==> config.mk <==
export PLATFORM = sky130hd
export DESIGN_NAME = csr_apb_wr_bank
export DESIGN_NICKNAME = d
export VERILOG_FILES = /design/src/rtl/csr_apb_wr_bank.sv
export SDC_FILE = /design/constraint.sdc
export NUM_CORES = 1
export LEC_CHECK = 0
export BUFFER_PORTS_ARGS = -buffer_cell sky130_fd_sc_hd__buf_2
export CAP_MARGIN = 20
export CORE_MARGIN = 1
export CORE_UTILIZATION = 58
export DETAILED_ROUTE_END_ITERATION = 12
export MAX_ROUTING_LAYER = met4
export PLACE_DENSITY = 0.84
export SYNTH_ARGS = -nofsm -noshare
export SYNTH_HDL_FRONTEND = slang
export SYNTH_SLANG_ARGS = --single-unit
export TNS_END_PERCENT = 30
==> constraint.sdc <==
create_clock -name pclk -period 4.45 [get_ports pclk]
set_clock_uncertainty 0.05 [all_clocks]
set_input_delay 0.6675 -clock pclk [delete_from_list [all_inputs] [get_ports pclk]]
set_output_delay 0.6675 -clock pclk [all_outputs]
set_load 0.05 [all_outputs]
==> src/rtl/csr_apb_wr_bank.sv <==
// APB3 responder for a bank of eight 8-bit CSRs with configurable wait states.
// Register 7 bit 7 is a sticky LOCK that turns every later write into an error.
module csr_apb_wr_bank #(
  parameter int ADDR_W      = 8,
  parameter int WAIT_STATES = 1
) (
  input  logic              pclk,
  input  logic              presetn,
  input  logic              psel,
  input  logic              penable,
  input  logic              pwrite,
  input  logic [ADDR_W-1:0] paddr,
  input  logic [7:0]        pwdata,
  output logic              pready,
  output logic [7:0]        prdata,
  output logic              pslverr,
  output logic [63:0]       regs_q,
  output logic [7:0]        wr_strobe
);

  typedef enum logic [1:0] {
    S_IDLE,
    S_WAIT,
    S_READY
  } state_e;

  state_e            state_q, state_d;
  logic [1:0]        cnt_q, cnt_d;
  logic [ADDR_W-1:0] addr_q, addr_d;
  logic              wr_q, wr_d;
  logic [7:0]        wdata_q, wdata_d;
  logic              pready_q, pready_d;
  logic              pslverr_q, pslverr_d;
  logic [7:0]        prdata_q, prdata_d;
  logic [7:0]        wr_strobe_q, wr_strobe_d;
  logic [63:0]       regs_d;

  logic              enter_ready;
  logic [ADDR_W-1:0] cur_addr;
  logic              cur_wr;
  logic              addr_ok;
  logic              lock;

  assign lock = regs_q[63];

  always_comb begin
    state_d     = state_q;
    cnt_d       = cnt_q;
    addr_d      = addr_q;
    wr_d        = wr_q;
    wdata_d     = wdata_q;
    pready_d    = 1'b0;
    pslverr_d   = 1'b0;
    prdata_d    = prdata_q;
    regs_d      = regs_q;
    wr_strobe_d = '0;
    enter_ready = 1'b0;
    cur_addr    = addr_q;
    cur_wr      = wr_q;

    unique case (state_q)
      S_IDLE: begin
        if (psel && !penable) begin
          addr_d   = paddr;
          wr_d     = pwrite;
          wdata_d  = pwdata;
          // Zero-wait entry to READY decodes straight from the bus.
          cur_addr = paddr;
          cur_wr   = pwrite;
          if (WAIT_STATES == 0) begin
            state_d     = S_READY;
            enter_ready = 1'b1;
          end else begin
            state_d = S_WAIT;
            cnt_d   = 2'd1;
          end
        end
      end
      S_WAIT: begin
        if (!psel) begin
          state_d = S_IDLE;
          cnt_d   = '0;
        end else if (cnt_q == 2'(WAIT_STATES)) begin
          state_d     = S_READY;
          enter_ready = 1'b1;
          cnt_d       = '0;
        end else begin
          cnt_d = cnt_q + 2'd1;
        end
      end
      S_READY: begin
        state_d = S_IDLE;
        if (psel && wr_q && !pslverr_q) begin
          regs_d[{addr_q[2:0], 3'b000} +: 8] = wdata_q;
          wr_strobe_d[addr_q[2:0]]           = 1'b1;
        end
      end
      default: state_d = S_IDLE;
    endcase

    addr_ok = (cur_addr[ADDR_W-1:3] == '0);
    if (enter_ready) begin
      pready_d  = 1'b1;
      pslverr_d = !addr_ok || (cur_wr && lock);
      if (!addr_ok) begin
        prdata_d = '0;
      end else if (!cur_wr) begin
        prdata_d = regs_q[{cur_addr[2:0], 3'b000} +: 8];
      end
    end
  end

  always_ff @(posedge pclk or negedge presetn) begin
    if (!presetn) begin
      state_q     <= S_IDLE;
      cnt_q       <= '0;
      addr_q      <= '0;
      wr_q        <= 1'b0;
      wdata_q     <= '0;
      pready_q    <= 1'b0;
      pslverr_q   <= 1'b0;
      prdata_q    <= '0;
      wr_strobe_q <= '0;
      regs_q      <= '0;
    end else begin
      state_q     <= state_d;
      cnt_q       <= cnt_d;
      addr_q      <= addr_d;
      wr_q        <= wr_d;
      wdata_q     <= wdata_d;
      pready_q    <= pready_d;
      pslverr_q   <= pslverr_d;
      prdata_q    <= prdata_d;
      wr_strobe_q <= wr_strobe_d;
      regs_q      <= regs_d;
    end
  end

  assign pready    = pready_q;
  assign pslverr   = pslverr_q;
  assign prdata    = prdata_q;
  assign wr_strobe = wr_strobe_q;

endmodule

==> summary.md <==
| Metric | Value |
|---|---|
| Crit path max fanout | 13 |
| Post-Syn Instances | between 400 and 500 |
| Setup Buffers After CTS | 0 |
| Post-Synth XOR/XNOR Area | 0% |
| Crit path cell chain | inv_1 -> ha_1 -> inv_1 -> nor3_1 -> buf_4 -> nand2_1 -> o21ai_0 |
| Final hold vios | 0 |
| Max-slew violations | 0 |
| DIE AREA | 8475 um2 |
| Post-Synth Simple-Gate Area | between 10% and 20% |
| IO buf count | around 100 |
| First-pass GRT wire length | roughly 20,000 um |
| Net Count, Synth | approximately 470 |
| Fill cells | ~580 |
| Max incr delay on CP | 830 ps |
| Mux share of post-synthesis cell area | between 10% and 20% |
| Slew @ Worst Pin | a little over 1000 ps |
| Pwr/cell area | 498.5 nW/um2 |
| Synth Cell Area | ~4700 um2 |
| Via count | approximately 3,800 |
| Synth top cells by count | dfrtp_1 (103), nand2_1 (94), o21ai_0 (45) |
| Ys Warns | 0 |
| Gpl congestion | between 0.9 and 1 |
| Worst VDD drop | ~0.23 mV |
| Core area | 7767 um2 |
| Most used cell, CP | inv_1 |
| Asr flop ratio synth | 100.0% |
| Initial core utilization | between 60% and 70% |
| Mean Syn Cell Area | around 11 um2 |
| CTS clock-pin slew for the worst setup and hold paths | approximately 100 ps |
| Fmax | about 0.32 GHz |
| Primary FF master, synth | dfrtp_1 |
| Critical Path Start Type | register |
| Switching power | 1103 uW |
| Period utilization | slightly above 70% |
| Largest net degree at the start of global routing | 82 |
| Register area share after synthesis | roughly 55% |
| CTS max path bufs | 2 |
| Clk_lat worst skew | between 300 and 400 ps |
| Reg power frac | approximately 44% |
| Kind of path behind the tightest hold check | input port to asynchronous set/reset pin |
| GRT Total Usage | about a third |
| Top post-synthesis cells by area | dfrtp_1 (55%), mux2i_1 (7.9%), nand2_1 (7.5%), o21ai_0 (4.8%), mux2_2 (4.1%) |
| CP max-delay cell | nor3_1 |
| Share of cells above drive strength 1 | roughly 28% |
| Switching Share | 40.27% |
| Initial antenna violation count | 0 |
| Hold_ws | approximately 220 ps |
| Final setup TNS | 0 ps |
| Critical path class | register to register |
| Via/cell ratio | around 5.9 |
| Final wirelength | 12,620 um |
| Tmin final | 3133 ps |
| Max Cap Viol | 0 |
| Final nets | 565 |
| Number of global-route vias before repair | 3,617 |
| Hold_buf cts | 0 |
| Die Y | ~90 um |
| Antenna cells | 0 |
| Num CTS Buffers | 9 |
| Number of DRC markers in iteration 0 | just under 400 |
| CP arrival | about 3400 ps |
| Yosys reg bits | about 100 |
| Worst Setup End Kind | register |
| Final ANT Viol Nets | 0 |
| Combinational power share | 32.2% |
| Leading area contributor after synthesis | dfrtp_1 |
| Post-CTS sizing | 0 |
| Main combinational cell family by area after synthesis | simple AND/OR/NAND/NOR gates |
| Max H-tree Level | 3 |
| Synth Area in Compound Gates | 11.20% |
| Top-count cell post-synth | dfrtp_1 |
| Clock power share | 23.9% |
| # setup viols final | 0 |
| Number of synthesized flops with an enable pin | 0 |
| WL/cell | roughly 20 um |
| Num Clock Sinks | approximately 100 |
| Outcome | finished clean |
| Layout area overhead | 16.76% |
| Slew headroom | 32.44% |
| Die width | about 92 um |
| Cell variety after synth | 39 |
| RSZ-0062 raised after global routing | false |
| CTS tree | yes |
| Cell Int Power | 1636 uW |
| Hpwl dp | 8862 um |
| Post-Synth Adder-Cell Area | under 10% |
| DP Cell Count | between 600 and 700 |
| Remaining Overflow, GRT | 0 |
| DRC Markers | 0 |
| Clk root buf | clkbuf_8 |
| Num ports | about 100 |
| Row count | 32 |
| Yosys top cell area share | approximately 55% |
| DR pass1 iterations | 6 |
| Worst EP required | roughly 4700 ps |
| Post-route insts no fill | 645 |
| P_leak | 0.002821 uW |
==> routing by layer <==
layer / part of all wire, % / routed length, um / GRT usage [%]
met4: 1.9 / 239 / 10.55
met1: 41 / 5224 / 44.33
met5: 0 / 0 / -
met3: 9.4 / 1184 / 5.473
met2: 47 / 5967 / 49.25
==> power by group through the flow <==
stage          clock network (uW)  registers [uW]  logic (uW)
6_report                      656            1200         882
5_1_grt                       689            1210         948
4_1_cts                       655            1190         869
3_5_place_dp                    0            1210         859
3_3_place_gp                    0            1210         829
2_1_floorplan                   0            1310         528
==> metrics by stage <==
step                      setup WS, ps  util [%]  cell area (um2)  total power [uW]
after floorplan                   2077         -             4705              1833
after global placement            1481     67.54             5246              2035
after detailed placement          1425     67.54             5246              2067
after CTS                         1366     70.39             5468              2716
after global routing              1107     70.72             5493              2851
final                             1317     70.72             5493              2738
==> placed cells by master (no fill, tap or decap), types with 2 or more instances in the layout <==
master     count
dfrtp_1      103
buf_2        101
nand2_1       94
o21ai_0       45
mux2i_1       37
nand3_1       22
inv_1         20
mux2_2        17
a22oi_1       16
nor2_1         9
nor3_1         9
clkbuf_8       9
a32o_1         8
ha_1           6
buf_4          5
nor2_2         4
o31ai_1        3
mux2i_4        2
nor3_2         2
or2b_1         2
nor2b_1        2
a21oi_1        2
o21a_1         2
clkinv_4       2
bufinv_16      2
==> critical path, delay by kind of cell, from the launching register on <==
kind	cells	cell delay (ps)
fa+ha+maj	1	500
buf+inv	3	710
compound gates	1	180
flops	1	690
simple gates	2	890
==> layout make-up <==
type / count / area (um2) / area share, %
well taps: 102 / 127.6 / 2.323
clock buffers: 10 / 127.6 / 2.323
inverters: 21 / 78.83 / 1.435
multi-input cells: 295 / 1919 / 34.94
clock inverters: 6 / 93.84 / 1.708
flip-flops and latches: 103 / 2577 / 46.92
repair buffers: 108 / 568.0 / 10.34
==> sequential cells by signal, summed over array words and instances, names as in the netlist <==
| signal | flops |
|---|---|
| pslverr | 1 |
| wr_q | 1 |
| wdata_q | 8 |
| pready | 1 |
| regs_q | 64 |
| cnt_q | 2 |
| addr_q | 8 |
| prdata | 8 |
| state_q | 2 |
| wr_strobe | 8 |
==> cells by family after synthesis <==
group | after synthesis
simple gates | 152
buf+inv | 44
mux | 57
fa+ha+maj | 6
flops | 103
compound gates | 80
==> final timing paths <==
path	start	endpoint	slack (ps)	cells past startpoint
min in group pclk	addr_q[7]	addr_q[7]	450	2
max in group asynchronous	presetn	prdata[2]	3400	2
hold reg to reg	addr_q[7]	addr_q[7]	450	2
hold / removal	presetn	pready	220	1
setup reg to reg	addr_q[0]	regs_q[23]	1320	7
setup / recovery	addr_q[0]	regs_q[23]	1320	7
(Power assumes the default switching activity.)
